**src/rtl/mips_main_control_if.sv**
```systemverilog
// Control bundle between the MIPS multi-cycle control FSM and the datapath.
// The master modport is the control unit. The slave modport is the datapath,
// which supplies the opcode and the memory handshake.
interface mips_main_control_if #(
    parameter int OPCODE_WIDTH = 6,
    parameter int CNT_WIDTH    = 32
);
    logic [OPCODE_WIDTH-1:0] Opcode;
    logic                    Mem_Ready;
    logic                    PCWrite;
    logic                    PCWriteCond;
    logic                    IorD;
    logic                    MemRead;
    logic                    MemWrite;
    logic                    MemtoReg;
    logic                    IRWrite;
    logic                    RegWrite;
    logic                    RegDst;
    logic                    ALUSrcA;
    logic [1:0]              ALUSrcB;
    logic [1:0]              ALUOp;
    logic [1:0]              PCSource;
    logic [3:0]              State;
    logic                    Illegal_Op;
    logic [CNT_WIDTH-1:0]    Instr_Count;

    modport master (
        input  Opcode, Mem_Ready,
        output PCWrite, PCWriteCond, IorD, MemRead, MemWrite, MemtoReg, IRWrite,
               RegWrite, RegDst, ALUSrcA, ALUSrcB, ALUOp, PCSource, State,
               Illegal_Op, Instr_Count
    );

    modport slave (
        output Opcode, Mem_Ready,
        input  PCWrite, PCWriteCond, IorD, MemRead, MemWrite, MemtoReg, IRWrite,
               RegWrite, RegDst, ALUSrcA, ALUSrcB, ALUOp, PCSource, State,
               Illegal_Op, Instr_Count
    );
endinterface

```
**src/rtl/mips_main_control.sv**
```systemverilog
// Moore-style multi-cycle MIPS main control FSM.
// It sequences fetch, decode, execute, memory and write-back, stalls on
// Mem_Ready, and counts retired instructions. Control outputs decode
// combinationally from the state register and are held at zero while RST is
// asserted.
module mips_main_control #(
    parameter int OPCODE_WIDTH = 6,
    parameter int CNT_WIDTH    = 32
) (
    input  logic                 CLK,
    input  logic                 RST,
    mips_main_control_if.master  bus
);

    typedef enum logic [3:0] {
        S_FETCH     = 4'd0,
        S_DECODE    = 4'd1,
        S_MEM_ADDR  = 4'd2,
        S_MEM_READ  = 4'd3,
        S_MEM_WB    = 4'd4,
        S_MEM_WRITE = 4'd5,
        S_R_EXEC    = 4'd6,
        S_R_WB      = 4'd7,
        S_BRANCH    = 4'd8,
        S_JUMP      = 4'd9,
        S_ADDI_EXEC = 4'd10,
        S_ADDI_WB   = 4'd11
    } state_t;

    localparam logic [OPCODE_WIDTH-1:0] OP_RTYPE = OPCODE_WIDTH'(6'b000000);
    localparam logic [OPCODE_WIDTH-1:0] OP_LW    = OPCODE_WIDTH'(6'b100011);
    localparam logic [OPCODE_WIDTH-1:0] OP_SW    = OPCODE_WIDTH'(6'b101011);
    localparam logic [OPCODE_WIDTH-1:0] OP_BEQ   = OPCODE_WIDTH'(6'b000100);
    localparam logic [OPCODE_WIDTH-1:0] OP_J     = OPCODE_WIDTH'(6'b000010);
    localparam logic [OPCODE_WIDTH-1:0] OP_ADDI  = OPCODE_WIDTH'(6'b001000);

    state_t               r_state;
    logic [CNT_WIDTH-1:0] r_count;

    logic       w_pc_write;
    logic       w_pc_write_cond;
    logic       w_iord;
    logic       w_mem_read;
    logic       w_mem_write;
    logic       w_mem_to_reg;
    logic       w_ir_write;
    logic       w_reg_write;
    logic       w_reg_dst;
    logic       w_alu_src_a;
    logic [1:0] w_alu_src_b;
    logic [1:0] w_alu_op;
    logic [1:0] w_pc_source;
    logic       w_illegal;
    logic       w_opcode_ok;

    // Flags whether the current opcode is one of the six supported instructions.
    always_comb begin
        w_opcode_ok = 1'b0;
        if (bus.Opcode == OP_RTYPE || bus.Opcode == OP_LW   ||
            bus.Opcode == OP_SW    || bus.Opcode == OP_BEQ  ||
            bus.Opcode == OP_J     || bus.Opcode == OP_ADDI) begin
            w_opcode_ok = 1'b1;
        end
    end

    // Advances the state register and counts instructions on their final cycle.
    always_ff @(posedge CLK or posedge RST) begin
        if (RST) begin
            r_state <= S_FETCH;
            r_count <= '0;
        end else begin
            case (r_state)
                S_FETCH: begin
                    if (bus.Mem_Ready) begin
                        r_state <= S_DECODE;
                    end
                end
                S_DECODE: begin
                    if (bus.Opcode == OP_LW || bus.Opcode == OP_SW) begin
                        r_state <= S_MEM_ADDR;
                    end else if (bus.Opcode == OP_RTYPE) begin
                        r_state <= S_R_EXEC;
                    end else if (bus.Opcode == OP_BEQ) begin
                        r_state <= S_BRANCH;
                    end else if (bus.Opcode == OP_J) begin
                        r_state <= S_JUMP;
                    end else if (bus.Opcode == OP_ADDI) begin
                        r_state <= S_ADDI_EXEC;
                    end else begin
                        r_state <= S_FETCH;
                    end
                end
                S_MEM_ADDR: begin
                    if (bus.Opcode == OP_LW) begin
                        r_state <= S_MEM_READ;
                    end else if (bus.Opcode == OP_SW) begin
                        r_state <= S_MEM_WRITE;
                    end else begin
                        r_state <= S_FETCH;
                    end
                end
                S_MEM_READ: begin
                    if (bus.Mem_Ready) begin
                        r_state <= S_MEM_WB;
                    end
                end
                S_MEM_WB: begin
                    r_state <= S_FETCH;
                    r_count <= r_count + 1'b1;
                end
                S_MEM_WRITE: begin
                    if (bus.Mem_Ready) begin
                        r_state <= S_FETCH;
                        r_count <= r_count + 1'b1;
                    end
                end
                S_R_EXEC:    r_state <= S_R_WB;
                S_R_WB: begin
                    r_state <= S_FETCH;
                    r_count <= r_count + 1'b1;
                end
                S_BRANCH: begin
                    r_state <= S_FETCH;
                    r_count <= r_count + 1'b1;
                end
                S_JUMP: begin
                    r_state <= S_FETCH;
                    r_count <= r_count + 1'b1;
                end
                S_ADDI_EXEC: r_state <= S_ADDI_WB;
                S_ADDI_WB: begin
                    r_state <= S_FETCH;
                    r_count <= r_count + 1'b1;
                end
                default:     r_state <= S_FETCH;
            endcase
        end
    end

    // Moore decode of the datapath controls. The reset gate is combinational, so
    // an asynchronous reset clears the strobes immediately, not at the next edge.
    always_comb begin
        w_pc_write      = 1'b0;
        w_pc_write_cond = 1'b0;
        w_iord          = 1'b0;
        w_mem_read      = 1'b0;
        w_mem_write     = 1'b0;
        w_mem_to_reg    = 1'b0;
        w_ir_write      = 1'b0;
        w_reg_write     = 1'b0;
        w_reg_dst       = 1'b0;
        w_alu_src_a     = 1'b0;
        w_alu_src_b     = 2'b00;
        w_alu_op        = 2'b00;
        w_pc_source     = 2'b00;
        w_illegal       = 1'b0;
        if (!RST) begin
            case (r_state)
                S_FETCH: begin
                    w_mem_read  = 1'b1;
                    w_alu_src_b = 2'b01;
                    w_ir_write  = bus.Mem_Ready;
                    w_pc_write  = bus.Mem_Ready;
                end
                S_DECODE: begin
                    w_alu_src_b = 2'b11;
                    w_illegal   = ~w_opcode_ok;
                end
                S_MEM_ADDR: begin
                    w_alu_src_a = 1'b1;
                    w_alu_src_b = 2'b10;
                end
                S_MEM_READ: begin
                    w_mem_read = 1'b1;
                    w_iord     = 1'b1;
                end
                S_MEM_WB: begin
                    w_reg_write  = 1'b1;
                    w_mem_to_reg = 1'b1;
                end
                S_MEM_WRITE: begin
                    w_mem_write = 1'b1;
                    w_iord      = 1'b1;
                end
                S_R_EXEC: begin
                    w_alu_src_a = 1'b1;
                    w_alu_op    = 2'b10;
                end
                S_R_WB: begin
                    w_reg_write = 1'b1;
                    w_reg_dst   = 1'b1;
                end
                S_BRANCH: begin
                    w_alu_src_a     = 1'b1;
                    w_alu_op        = 2'b01;
                    w_pc_write_cond = 1'b1;
                    w_pc_source     = 2'b01;
                end
                S_JUMP: begin
                    w_pc_write  = 1'b1;
                    w_pc_source = 2'b10;
                end
                S_ADDI_EXEC: begin
                    w_alu_src_a = 1'b1;
                    w_alu_src_b = 2'b10;
                end
                S_ADDI_WB: begin
                    w_reg_write = 1'b1;
                end
                default: begin
                    w_pc_write = 1'b0;
                end
            endcase
        end
    end

    assign bus.PCWrite     = w_pc_write;
    assign bus.PCWriteCond = w_pc_write_cond;
    assign bus.IorD        = w_iord;
    assign bus.MemRead     = w_mem_read;
    assign bus.MemWrite    = w_mem_write;
    assign bus.MemtoReg    = w_mem_to_reg;
    assign bus.IRWrite     = w_ir_write;
    assign bus.RegWrite    = w_reg_write;
    assign bus.RegDst      = w_reg_dst;
    assign bus.ALUSrcA     = w_alu_src_a;
    assign bus.ALUSrcB     = w_alu_src_b;
    assign bus.ALUOp       = w_alu_op;
    assign bus.PCSource    = w_pc_source;
    assign bus.Illegal_Op  = w_illegal;
    assign bus.State       = r_state;
    assign bus.Instr_Count = r_count;

endmodule

```
**src/flat_wrapper.sv**
```systemverilog
// flat-port wrapper written by rule: the top's interface ports become plain ports
module mips_main_control_flat 
#(
    parameter int OPCODE_WIDTH = 6,
    parameter int CNT_WIDTH    = 32
)
  (CLK, RST, bus_Opcode, bus_Mem_Ready, bus_PCWrite, bus_PCWriteCond, bus_IorD, bus_MemRead, bus_MemWrite, bus_MemtoReg, bus_IRWrite, bus_RegWrite, bus_RegDst, bus_ALUSrcA, bus_ALUSrcB, bus_ALUOp, bus_PCSource, bus_State, bus_Illegal_Op, bus_Instr_Count);
  mips_main_control_if #(.OPCODE_WIDTH(OPCODE_WIDTH), .CNT_WIDTH(CNT_WIDTH)) bus_i ();
  input  logic CLK;
  input  logic RST;
  input wire logic [$bits(bus_i.Opcode)-1:0] bus_Opcode;
  input wire logic [$bits(bus_i.Mem_Ready)-1:0] bus_Mem_Ready;
  output wire logic [$bits(bus_i.PCWrite)-1:0] bus_PCWrite;
  output wire logic [$bits(bus_i.PCWriteCond)-1:0] bus_PCWriteCond;
  output wire logic [$bits(bus_i.IorD)-1:0] bus_IorD;
  output wire logic [$bits(bus_i.MemRead)-1:0] bus_MemRead;
  output wire logic [$bits(bus_i.MemWrite)-1:0] bus_MemWrite;
  output wire logic [$bits(bus_i.MemtoReg)-1:0] bus_MemtoReg;
  output wire logic [$bits(bus_i.IRWrite)-1:0] bus_IRWrite;
  output wire logic [$bits(bus_i.RegWrite)-1:0] bus_RegWrite;
  output wire logic [$bits(bus_i.RegDst)-1:0] bus_RegDst;
  output wire logic [$bits(bus_i.ALUSrcA)-1:0] bus_ALUSrcA;
  output wire logic [$bits(bus_i.ALUSrcB)-1:0] bus_ALUSrcB;
  output wire logic [$bits(bus_i.ALUOp)-1:0] bus_ALUOp;
  output wire logic [$bits(bus_i.PCSource)-1:0] bus_PCSource;
  output wire logic [$bits(bus_i.State)-1:0] bus_State;
  output wire logic [$bits(bus_i.Illegal_Op)-1:0] bus_Illegal_Op;
  output wire logic [$bits(bus_i.Instr_Count)-1:0] bus_Instr_Count;
  assign bus_i.Opcode = bus_Opcode;
  assign bus_i.Mem_Ready = bus_Mem_Ready;
  assign bus_PCWrite = bus_i.PCWrite;
  assign bus_PCWriteCond = bus_i.PCWriteCond;
  assign bus_IorD = bus_i.IorD;
  assign bus_MemRead = bus_i.MemRead;
  assign bus_MemWrite = bus_i.MemWrite;
  assign bus_MemtoReg = bus_i.MemtoReg;
  assign bus_IRWrite = bus_i.IRWrite;
  assign bus_RegWrite = bus_i.RegWrite;
  assign bus_RegDst = bus_i.RegDst;
  assign bus_ALUSrcA = bus_i.ALUSrcA;
  assign bus_ALUSrcB = bus_i.ALUSrcB;
  assign bus_ALUOp = bus_i.ALUOp;
  assign bus_PCSource = bus_i.PCSource;
  assign bus_State = bus_i.State;
  assign bus_Illegal_Op = bus_i.Illegal_Op;
  assign bus_Instr_Count = bus_i.Instr_Count;
  mips_main_control #(.OPCODE_WIDTH(OPCODE_WIDTH), .CNT_WIDTH(CNT_WIDTH)) u_core (.CLK(CLK), .RST(RST), .bus(bus_i));
endmodule
```
**config.mk**
```make
export PLATFORM = sky130hd
export DESIGN_NAME = mips_main_control_flat
export DESIGN_NICKNAME = d
export VERILOG_FILES = /design/src/rtl/mips_main_control_if.sv /design/src/rtl/mips_main_control.sv /design/src/flat_wrapper.sv
export SDC_FILE = /design/constraint.sdc
export NUM_CORES = 1
export LEC_CHECK = 0
export BUFFER_PORTS_ARGS = -buffer_cell sky130_fd_sc_hd__buf_4
export CAP_MARGIN = 20
export CORE_AREA = 3 3 66 114
export DETAILED_ROUTE_END_ITERATION = 8
export DIE_AREA = 0 0 69 117
export MAX_ROUTING_LAYER = met4
export PLACE_DENSITY = 0.52
export REMOVE_ABC_BUFFERS = 1
export SLEW_MARGIN = 10
export SYNTH_ARGS = -nofsm -noshare
export SYNTH_HDL_FRONTEND = slang
export SYNTH_SLANG_ARGS = --single-unit
```
**constraint.sdc**
```tcl
create_clock -name CLK -period 2.3 [get_ports CLK]
set_input_delay 0.345 -clock CLK [delete_from_list [all_inputs] [get_ports CLK]]
set_output_delay 0.345 -clock CLK [all_outputs]
set_load 0.01 [all_outputs]
```
==> results.md, run 1 <==
* LEAKAGE at 1.31 nW
* Outcome: finished, final reports clean
* GRT busiest layer: met2
* Slowest stage cell, crit path: or4_4
* PortBufs at 61
* Global route total overflow at 0
* CP arrival at 2.22 ns
* Yosys warnings at 0
* Fin cells at 363
* Max Cap Viol at 0
* Unrepaired setup endpoints after global routing: false
* RR Startpoint: u_core.bus.State[3]
* Fin. max-slew vios at 0
* Root Driver: clkbuf_16
* Worst vdd ir at 0.000316 V
* Crit-path max cell delay at 0.61 ns
* Final critical-path share of the clock period at 89.2%
* Antenna violation net count after detailed routing at 0
* First drt pass iteration count at 4
* Clock buffer depth at 2
* Clk pin slew, worst setup/hold paths at 0.06 ns
* Reg-to-reg critical path endpoint: u_core.bus.Instr_Count[28]
* Share of layout cells above drive strength 1 at 31.3%
* EDFF count, synth at 0
* Vias per cell at 4.85
* Global-route wire length before repair at 8320 um
* NumNets Final at 290
* Post-synth ARST share at 100%
* Top Ports at 62
* CTS Sinks at 36
* Mean post-synth cell area at 9.51 sq um
* Syn Std Cell Area at 1970 sq um
* Yosys reg bits at 36
* # hold bufs at CTS at 0
* Pin count of the biggest net entering global routing at 37
* Reg2Reg Setup Slack at 0.25 ns
* Hold Violations, Final at 0
* Worst Path Buf+Inv at 1
* Seq/Total Area, Yosys at 45.7%
* Synth area leader: dfrtp_1
* Synth unique cells at 37
* Post-synth top cells: dfrtp_1 (36), xnor2_1 (25), nand2_1 (18), nand3_1 (18), nor2_1 (17)
* Top cell type's share of synthesized area at 45.7%
* Routed WL at 5090 um
* # diodes at 0
* Initial antenna violation count at 0
* Reg2Reg Depth at 6
* Delay-heaviest family, CP: simple AND/OR/NAND/NOR gates
* Crit path required time at 2.47 ns
* Placer Congestion at 0.854
* Placed Cells at 354
* Critical path type: flop to flop
* Routed vias at 1760
* Worst-margin pin slew at 0.441 ns
* Crit-path cells: and2_1 > or4_4 > nor4_4 > buf_4 > nand4_1 > xnor2_1
* Dpl hpwl at 3950 um
* Slew headroom at 70.2%
* Core area at 6640 sq um
* Met1 usage at 12.3%
* Cells after Synth at 207
* Die ar. at 8070 sq um
* Die H at 117 um
* Setup crit end kind: flop
* Num rows at 39
* Clock skew at 0.00599 ns
* CTS tree: built
* H-Tree Depth at 2
* M2 GR Usage at 26.3%
* Initial DRC count at 92
* DRC Markers at 0
* P&R area growth vs syn at 40.0%
* Clock Latency Late Sink at 0.28 ns
* CTS Buf Count at 5
* Vias in the first global route at 1773
* Top-count cell post-synth: dfrtp_1
* Die W at 69 um
* Final TNS setup at 0 ns
* Pwr/cell area at 711 nW/um^2
* Worst-path fanout max at 9
* Worst Hold Class: input pin to async pin
* Wire per inst at 14.0 um
* GRT Total Usage at 13.2%
* Grt met3 use at 2.82%
* Synth Flop Type: dfrtp_1
* Total power at 1.96 mW
* Final setup violation count at 0
* Min Tclk post-route at 2.05 ns
* CP startpoint kind: flop
* Synth top area cells: dfrtp_1 (46%), xnor2_1 (11%), nand3_1 (4.6%)
* Initial core utilization at 29.7%
* Max Fclk at 487 MHz
-- area by class of cell --
class                      instances  area (sq um)
clock inverter                     3          42.5
inverter                           6          22.5
multi-input combinational        157          1010
clock buffer                       5           125
timing repair buffer              74           556
tap                               82           103
fill                             688          3880
sequential                        36           901
-- sequential cells by signal (all words and copies together), names as in the netlist --
signal / count
u_core.bus.Instr_Count: 32
u_core.bus.State: 4
-- cell usage in the layout, fill, tap and decap left out, drive strengths merged --
cell type and count:
nor3 14, a32o 1, xor2 9, inv 6
nor4 5, xnor2 25, o211ai 1, nor3b 1
a21oi 3, o21ai 4, a31oi 2, and3 9
and4 4, clkinv 1, dfrtp 36, nor4b 1
nor2 17, nand3b 1, buf 74, o22a 1
nand2b 2, a41oi 1, nand3 18, or2 2
nand4b 1, or4 1, clkbuf 5, o22ai 2
and2 3, ha 1, nand4 6, bufinv 1
nor2b 3, o41ai 1, nand2 18, clkinvlp 1
-- routing by layer --
layer  share of wire [%]  routed length [um]  up-vias
li1                    -                   -      871
met1                  37                1880      833
met2                  56                2840       50
met3                 5.7                 292        6
met4                 1.4                  69        0
met5                   0                   0        -
-- per-stage QoR --
stage | worst slack [ns] | hold slack, ns | utilization (%) | instance area [sq um]
5_1_grt | 0.125 | 0.338 | 41.5 | 2760
3_5_place_dp | 0.0131 | 0.468 | 38.8 | 2580
6_report | 0.248 | 0.245 | 41.5 | 2760
3_3_place_gp | 0.0442 | 0.467 | 38.8 | 2580
4_1_cts | 0.00739 | 0.278 | 41.4 | 2750
2_1_floorplan | -0.0576 | 0.507 | - | 1930
-- power by group --
part	leakage (nW)	total [mW]	switching (mW)	internal [mW]
Combinational	0.753	0.454	0.248	0.206
Sequential	0.481	0.736	0.0574	0.678
Clock	0.0798	0.769	0.261	0.509
Total	1.31	1.96	0.566	1.39
-- what timing repair did --
item / CTS / global route
endpoints found under the setup margin: 0 / 10
setup buffers: 0 / 1
gates resized for setup: 0 / 1
-- how the worst max path moves through the flow --
stage / from / endpoint / slack, ns / cells after the start
4_1_cts: u_core.bus.State[3] / u_core.bus.Instr_Count[25] / 0.007 / 5
2_1_floorplan: u_core.bus.State[1] / u_core.bus.Instr_Count[28] / -0.06 / 5
3_5_place_dp: u_core.bus.State[3] / u_core.bus.Instr_Count[25] / 0.01 / 5
3_3_place_gp: u_core.bus.State[3] / u_core.bus.Instr_Count[25] / 0.04 / 5
6_report: u_core.bus.State[3] / u_core.bus.Instr_Count[28] / 0.25 / 6
5_1_grt: u_core.bus.State[3] / u_core.bus.Instr_Count[16] / 0.12 / 6
-- cell families (layout without fill, tap and decap cells) --
group	count (synthesis)	in the layout	share of synthesized area, %
AND/OR/NAND/NOR	106	106	29.9
XOR/XNOR	34	34	15.1
adder cells (fa/ha/maj)	1	1	0.635
AO/OA/AOI/OAI	16	16	5.27
buffers and inverters	14	88	3.30
flip-flops	36	36	45.7
-- worst register-to-register path: stages, from the launching register on --
cell	delay, ns
dfrtp_1	0.43
and2_1	0.18
or4_4	0.61
nor4_4	0.26
buf_4	0.21
nand4_1	0.12
xnor2_1	0.14
(Power assumes the default switching activity.)
==> run 2, diff against run 1 <==
--- a/config.mk
+++ b/config.mk
@@ -8,10 +8,10 @@
 export BUFFER_PORTS_ARGS = -buffer_cell sky130_fd_sc_hd__buf_4
 export CAP_MARGIN = 20
 export CORE_AREA = 3 3 66 114
+export CTS_CLUSTER_SIZE = 24
 export DETAILED_ROUTE_END_ITERATION = 8
 export DIE_AREA = 0 0 69 117
 export MAX_ROUTING_LAYER = met4
-export PLACE_DENSITY = 0.52
 export REMOVE_ABC_BUFFERS = 1
 export SLEW_MARGIN = 10
 export SYNTH_ARGS = -nofsm -noshare
==> run 2 against run 1 <==
  * Die area unchanged
  * Clock power is 0.5% higher
  * Non-clock buffer count did not move
  * Final area unchanged
  * Critical endpoint unchanged
  * Clock-buffer cell count stayed put
  * First-iteration DRC count increased by 18%
  * Routed wire length increased by 3.1%
  * Setup slack got worse by 0.019 ns
  * Flip-flop and latch count is the same
  * Global-route usage grew 0.62 points
  * Fmax is 0.91% lower
  * Clock skew about the same
==> results.md, run 2 (synthesized netlist as in run 1, its figures left out) <==
* Outcome: finished, final reports clean
* Levels on crit path at 6
* Setup crit end kind: flop
* Initial antenna violation count at 0
* Slowest stage cell, crit path: or4_4
* Worst vdd ir at 0.000352 V
* RR Startpoint: u_core.bus.State[3]
* Final setup violation count at 0
* LEAKAGE at 1.31 nW
* P&R area growth vs syn at 40.0%
* Clk pin slew, worst setup/hold paths at 0.06 ns
* Antenna violation net count after detailed routing at 0
* Place WS at -0.00507 ns
* Vias per cell at 4.96
* Pin count of the biggest net entering global routing at 37
* Clock Latency Late Sink at 0.28 ns
* Min Tclk post-route at 2.07 ns
* CTS tree: built
* Reg2Reg Setup Slack at 0.23 ns
* Global route total overflow at 0
* Crit-path cells: and2_1 > or4_4 > nor4_4 > buf_4 > nand4_1 > xnor2_1
* Clock buffer depth at 2
* Root Driver: clkbuf_16
* Initial DRC count at 109
* GRT Total Usage at 13.8%
* Top Ports at 62
* Routed vias at 1799
* CP startpoint kind: flop
* Global-route wire length before repair at 8710 um
* Critical path type: flop to flop
* Reg-to-reg critical path endpoint: u_core.bus.Instr_Count[28]
* Final hold slack at 0.248 ns
* Footprint of the multi-input gates at 1010 sq um
* H-Tree Depth at 2
* Reg2Reg Depth at 6
* Max reg flops at 32
* CP arrival at 2.24 ns
* Clock skew at 0.00588 ns
* DRC Markers at 0
* Worst Hold Class: input pin to async pin
* First drt pass iteration count at 4
* Placer Congestion at 0.898
* Die H at 117 um
* Worst setup margin at 0.229 ns
* Worst-path fanout max at 9
* Dpl hpwl at 4050 um
* Net Sw Frac at 29.3%
* Crit-path max cell delay at 0.62 ns
* Worst Path Buf+Inv at 1
* Wire per inst at 14.5 um
* Pint at 1.40 mW
* Psw at 578 uW
* Crit path required time at 2.47 ns
* Slew headroom at 68.5%
* Max Fclk at 483 MHz
* Worst-margin pin slew at 0.473 ns
* Die W at 69 um
* CTS Buf Count at 5
* Vias in the first global route at 1815
* Clock power frac at 39.2%
* Initial core utilization at 29.7%
* Storage element area at 901 sq um
* PortBufs at 61
* Most common cell after layout, fill and taps aside: buf_4
* CTS Sinks at 36
* Die ar. at 8070 sq um
* Delay-heaviest family, CP: simple AND/OR/NAND/NOR gates
* Num rows at 39
* Pwr/cell area at 716 nW/um^2
* NumNets Final at 290
* Comb power frac at 23.4%
* Sequential power share at 37.5%
* Core area at 6640 sq um
* Max Cap Viol at 0
* Share of layout cells above drive strength 1 at 31.3%
* Routed WL at 5250 um
* # fillers at 695
* Commonest cells after routing, fill and taps aside: buf_4 (74), dfrtp_1 (36), xnor2_1 (25)
* Unrepaired setup endpoints after global routing: false
* # diodes at 0
* Fin. max-slew vios at 0
* Hold Violations, Final at 0
* Final critical-path share of the clock period at 90.0%
[run 2: cell counts in the layout (fill, tap and decap cells not counted)]
No cell type changed its count.
[run 2: layout make-up]
type | instances | area share (%)
multi-input combinational | 157 | 36.5
sequential | 36 | 32.7
timing repair buffer | 74 | 20.2
clock buffer | 5 | 4.54
tap | 82 | 3.72
clock inverter | 3 | 1.54
inverter | 6 | 0.817
[run 2: power groups by stage]
stage          clock network, mW  registers (mW)  logic [mW]
2_1_floorplan                  0           0.787       0.190
3_3_place_gp                   0           0.748       0.461
3_5_place_dp                   0           0.752       0.459
4_1_cts                    0.794           0.740       0.461
5_1_grt                    0.820           0.748       0.502
6_report                   0.773           0.739       0.461
[run 2: tightest hold or removal path: stages]
cell and delay (ns):
buf_4 0.14, inv_1 0.07, buf_4 0.41
[run 2: per-layer routing]
layer / track usage [%] / share of wire, % / wire [um]
met1: 13.3 / 36 / 1910
met2: 26.1 / 56 / 2940
met3: 3.16 / 5.8 / 303
met4: 6.26 / 1.7 / 89
met5: - / 0 / 0
[run 2: how the worst max path moves through the flow]
| stage | slack, ns | startpoint | end |
|---|---|---|---|
| finish | 0.23 | u_core.bus.State[3] | u_core.bus.Instr_Count[28] |
| global route | 0.11 | u_core.bus.State[3] | u_core.bus.Instr_Count[28] |
| CTS | 0.04 | u_core.bus.State[3] | u_core.bus.Instr_Count[25] |
| detailed placement | -0.005 | u_core.bus.State[3] | u_core.bus.Instr_Count[25] |
| global placement | 0.07 | u_core.bus.State[3] | u_core.bus.Instr_Count[25] |
| floorplan | -0.06 | u_core.bus.State[1] | u_core.bus.Instr_Count[28] |
[run 2: metrics by stage]
step | instances | instance area (sq um) | total power [mW] | setup TNS [ns] | util [%]
final | 363 | 2760 | 1.97 | 0 | 41.5
after global routing | 363 | 2760 | 2.07 | 0 | 41.5
after CTS | 362 | 2750 | 2.00 | 0 | 41.4
after detailed placement | 354 | 2580 | 1.21 | -0.00507 | 38.8
after global placement | 354 | 2580 | 1.21 | 0 | 38.8
after floorplan | 199 | 1930 | 0.977 | -0.195 | -
[run 2: timing repair]
item,CTS,global route
buffers inserted,0,1
setup endpoints to repair,1,10
hold buffers,0,0
endpoints found under the hold margin,0,0
gates resized for setup,0,1
pin swaps,1,1
==> run 3, diff against run 2 <==
--- a/config.mk
+++ b/config.mk
@@ -7,11 +7,12 @@
 export LEC_CHECK = 0
 export BUFFER_PORTS_ARGS = -buffer_cell sky130_fd_sc_hd__buf_4
 export CAP_MARGIN = 20
-export CORE_AREA = 3 3 66 114
+export CORE_AREA = 3 3 55 94
 export CTS_CLUSTER_SIZE = 24
 export DETAILED_ROUTE_END_ITERATION = 8
-export DIE_AREA = 0 0 69 117
+export DIE_AREA = 0 0 58 97
 export MAX_ROUTING_LAYER = met4
+export PLACE_DENSITY = 0.69
 export REMOVE_ABC_BUFFERS = 1
 export SLEW_MARGIN = 10
 export SYNTH_ARGS = -nofsm -noshare
==> run 3 against run 2 <==
  * Die area decreased by 30%
  * Final area down 4.3%
  * Sequential power fell by 0.7%
  * Utilization is 17 points higher
  * Routed wire length shrank 6.6%
  * Critical path depth did not move
  * Final cell count fell by 9.1%
  * Clock skew down 0.0017 ns
  * Total power decreased by 12%
==> results.md, run 3 (synthesized netlist as in run 1, its figures left out) <==
* Clock skew at 0.00414 ns
* Clock Latency Late Sink at 0.28 ns
* Most common cell after layout, fill and taps aside: buf_4
* Hold Violations, Final at 0
* Wire per inst at 14.8 um
* Crit path required time at 2.47 ns
* Max Fclk at 457 MHz
* Min Tclk post-route at 2.19 ns
* CTS tree: built
* Dpl hpwl at 3760 um
* Core area at 4480 sq um
* Clk pin slew, worst setup/hold paths at 0.07 ns
* Commonest cells after routing, fill and taps aside: buf_4 (72), dfrtp_1 (36), xnor2_1 (25)
* Pin count of the biggest net entering global routing at 37
* Max Cap Viol at 0
* Antenna violation net count after detailed routing at 0
* Die ar. at 5630 sq um
* Worst setup margin at 0.111 ns
* Die W at 58 um
* Worst vdd ir at 0.000486 V
* Fin. max-slew vios at 0
* CP arrival at 2.36 ns
* Reg2Reg Setup Slack at 0.11 ns
* GRT Total Usage at 19.1%
* Final critical-path share of the clock period at 95.2%
* Placer Congestion at 0.831
* LEAKAGE at 1.28 nW
* Routed vias at 1764
* # fillers at 406
* Worst Hold Class: input pin to async pin
* CP startpoint kind: flop
* Share of layout cells above drive strength 1 at 30.1%
* First drt pass iteration count at 4
* Initial DRC count at 68
* DRC Markers at 0
* Place WS at 0.0552 ns
* Num rows at 32
* Placed instance area at 2520 sq um
* Routed WL at 4900 um
* P&R area growth vs syn at 34.0%
* Global route total overflow at 0
* Initial core utilization at 43.9%
* Design area at 2640 sq um
* Final TNS setup at 0 ns
* CTS Buf Count at 5
* Die H at 97 um
* Setup crit end kind: flop
* Outcome: finished, final reports clean
* # diodes at 0
* Top Ports at 62
* Final setup violation count at 0
* Critical path type: flop to flop
* Unrepaired setup endpoints after global routing: false
* Slowest stage cell, crit path: or4_1
* Pwr/cell area at 655 nW/um^2
* Reg2Reg Depth at 6
* Initial antenna violation count at 0
* NumNets Final at 288
* Vias in the first global route at 1808
* Vias per cell at 5.35
* Reg-to-reg critical path endpoint: u_core.bus.Instr_Count[28]
* Crit-path cells: and2_1 > or4_1 > nor4_4 > buf_4 > nand4_1 > xnor2_1
* CTS Sinks at 36
* H-Tree Depth at 2
* PortBufs at 61
* Max reg flops at 32
* Global-route wire length before repair at 8340 um
* Root Driver: clkbuf_8
* Worst-margin pin slew at 0.457 ns
* Worst-path fanout max at 9
* Total power at 1.73 mW
* Clock buffer depth at 2
* RR Startpoint: u_core.bus.State[3]
* Slew headroom at 69.5%
* PostCTS Resize Cnt at 0
* Crit-path max cell delay at 0.71 ns
-- run 3: cell types whose count changed in the layout (fill, tap and decap cells not counted) --
cell,delta
clkbuf_1,+1
clkbuf_16,-5
or4_1,+1
buf_4,-2
clkbuf_8,+5
clkinvlp_4,-1
or4_4,-1
-- run 3: routing by layer --
metal	track usage [%]	wire, um	vias to the layer above
li1	-	-	861
met1	20.1	1770	835
met2	34.1	2820	56
met3	2.94	202	12
met4	7.68	110	0
met5	-	0	-
-- run 3: power by group --
part           internal [mW]  switching, mW  leakage (nW)  total, mW
Combinational          0.204          0.247         0.740      0.451
Sequential             0.678         0.0568         0.481      0.734
Clock                  0.322          0.221        0.0552      0.543
Total                   1.20          0.525          1.28       1.73
-- run 3: worst max path at each step --
stage | start | slack [ns] | to | cells after the start
2_1_floorplan | u_core.bus.State[1] | -0.06 | u_core.bus.Instr_Count[28] | 5
3_3_place_gp | u_core.bus.State[3] | 0.11 | u_core.bus.Instr_Count[25] | 5
3_5_place_dp | u_core.bus.State[3] | 0.06 | u_core.bus.Instr_Count[25] | 5
4_1_cts | u_core.bus.State[3] | 0.04 | u_core.bus.Instr_Count[25] | 5
5_1_grt | u_core.bus.State[3] | 0.01 | u_core.bus.Instr_Count[22] | 7
6_report | u_core.bus.State[3] | 0.11 | u_core.bus.Instr_Count[28] | 6
-- run 3: area by class of cell --
cell class              count  area [sq um]  share of cell area (%)
inverters                   6          22.5                   0.853
clock inverters             2          35.0                    1.33
flip-flops and latches     36           901                    34.1
well taps                  51          63.8                    2.42
repair buffers             72           541                    20.5
multi-input cells         157          1000                    38.0
clock buffers               6          72.6                    2.75
-- run 3: timing repair --
item | 4_1_cts | 5_1_grt
hold buffers | 0 | 0
setup buffers | 0 | 1
setup endpoints to repair | 0 | 7
-- run 3: critical path: cells and delay by family (launching register included) --
family | cells | cell delay (ns)
xor+xnor | 1 | 0.14
flops | 1 | 0.41
buf+inv | 1 | 0.22
simple gates | 4 | 1.31
-- run 3: stage by stage --
| stage | utilization (%) | hold slack [ns] | std cells |
|---|---|---|---|
| floorplan | - | 0.507 | 199 |
| global placement | 56.3 | 0.462 | 321 |
| detailed placement | 56.3 | 0.476 | 321 |
| CTS | 58.7 | 0.254 | 329 |
| global route | 58.8 | 0.297 | 330 |
| finish | 58.8 | 0.241 | 330 |
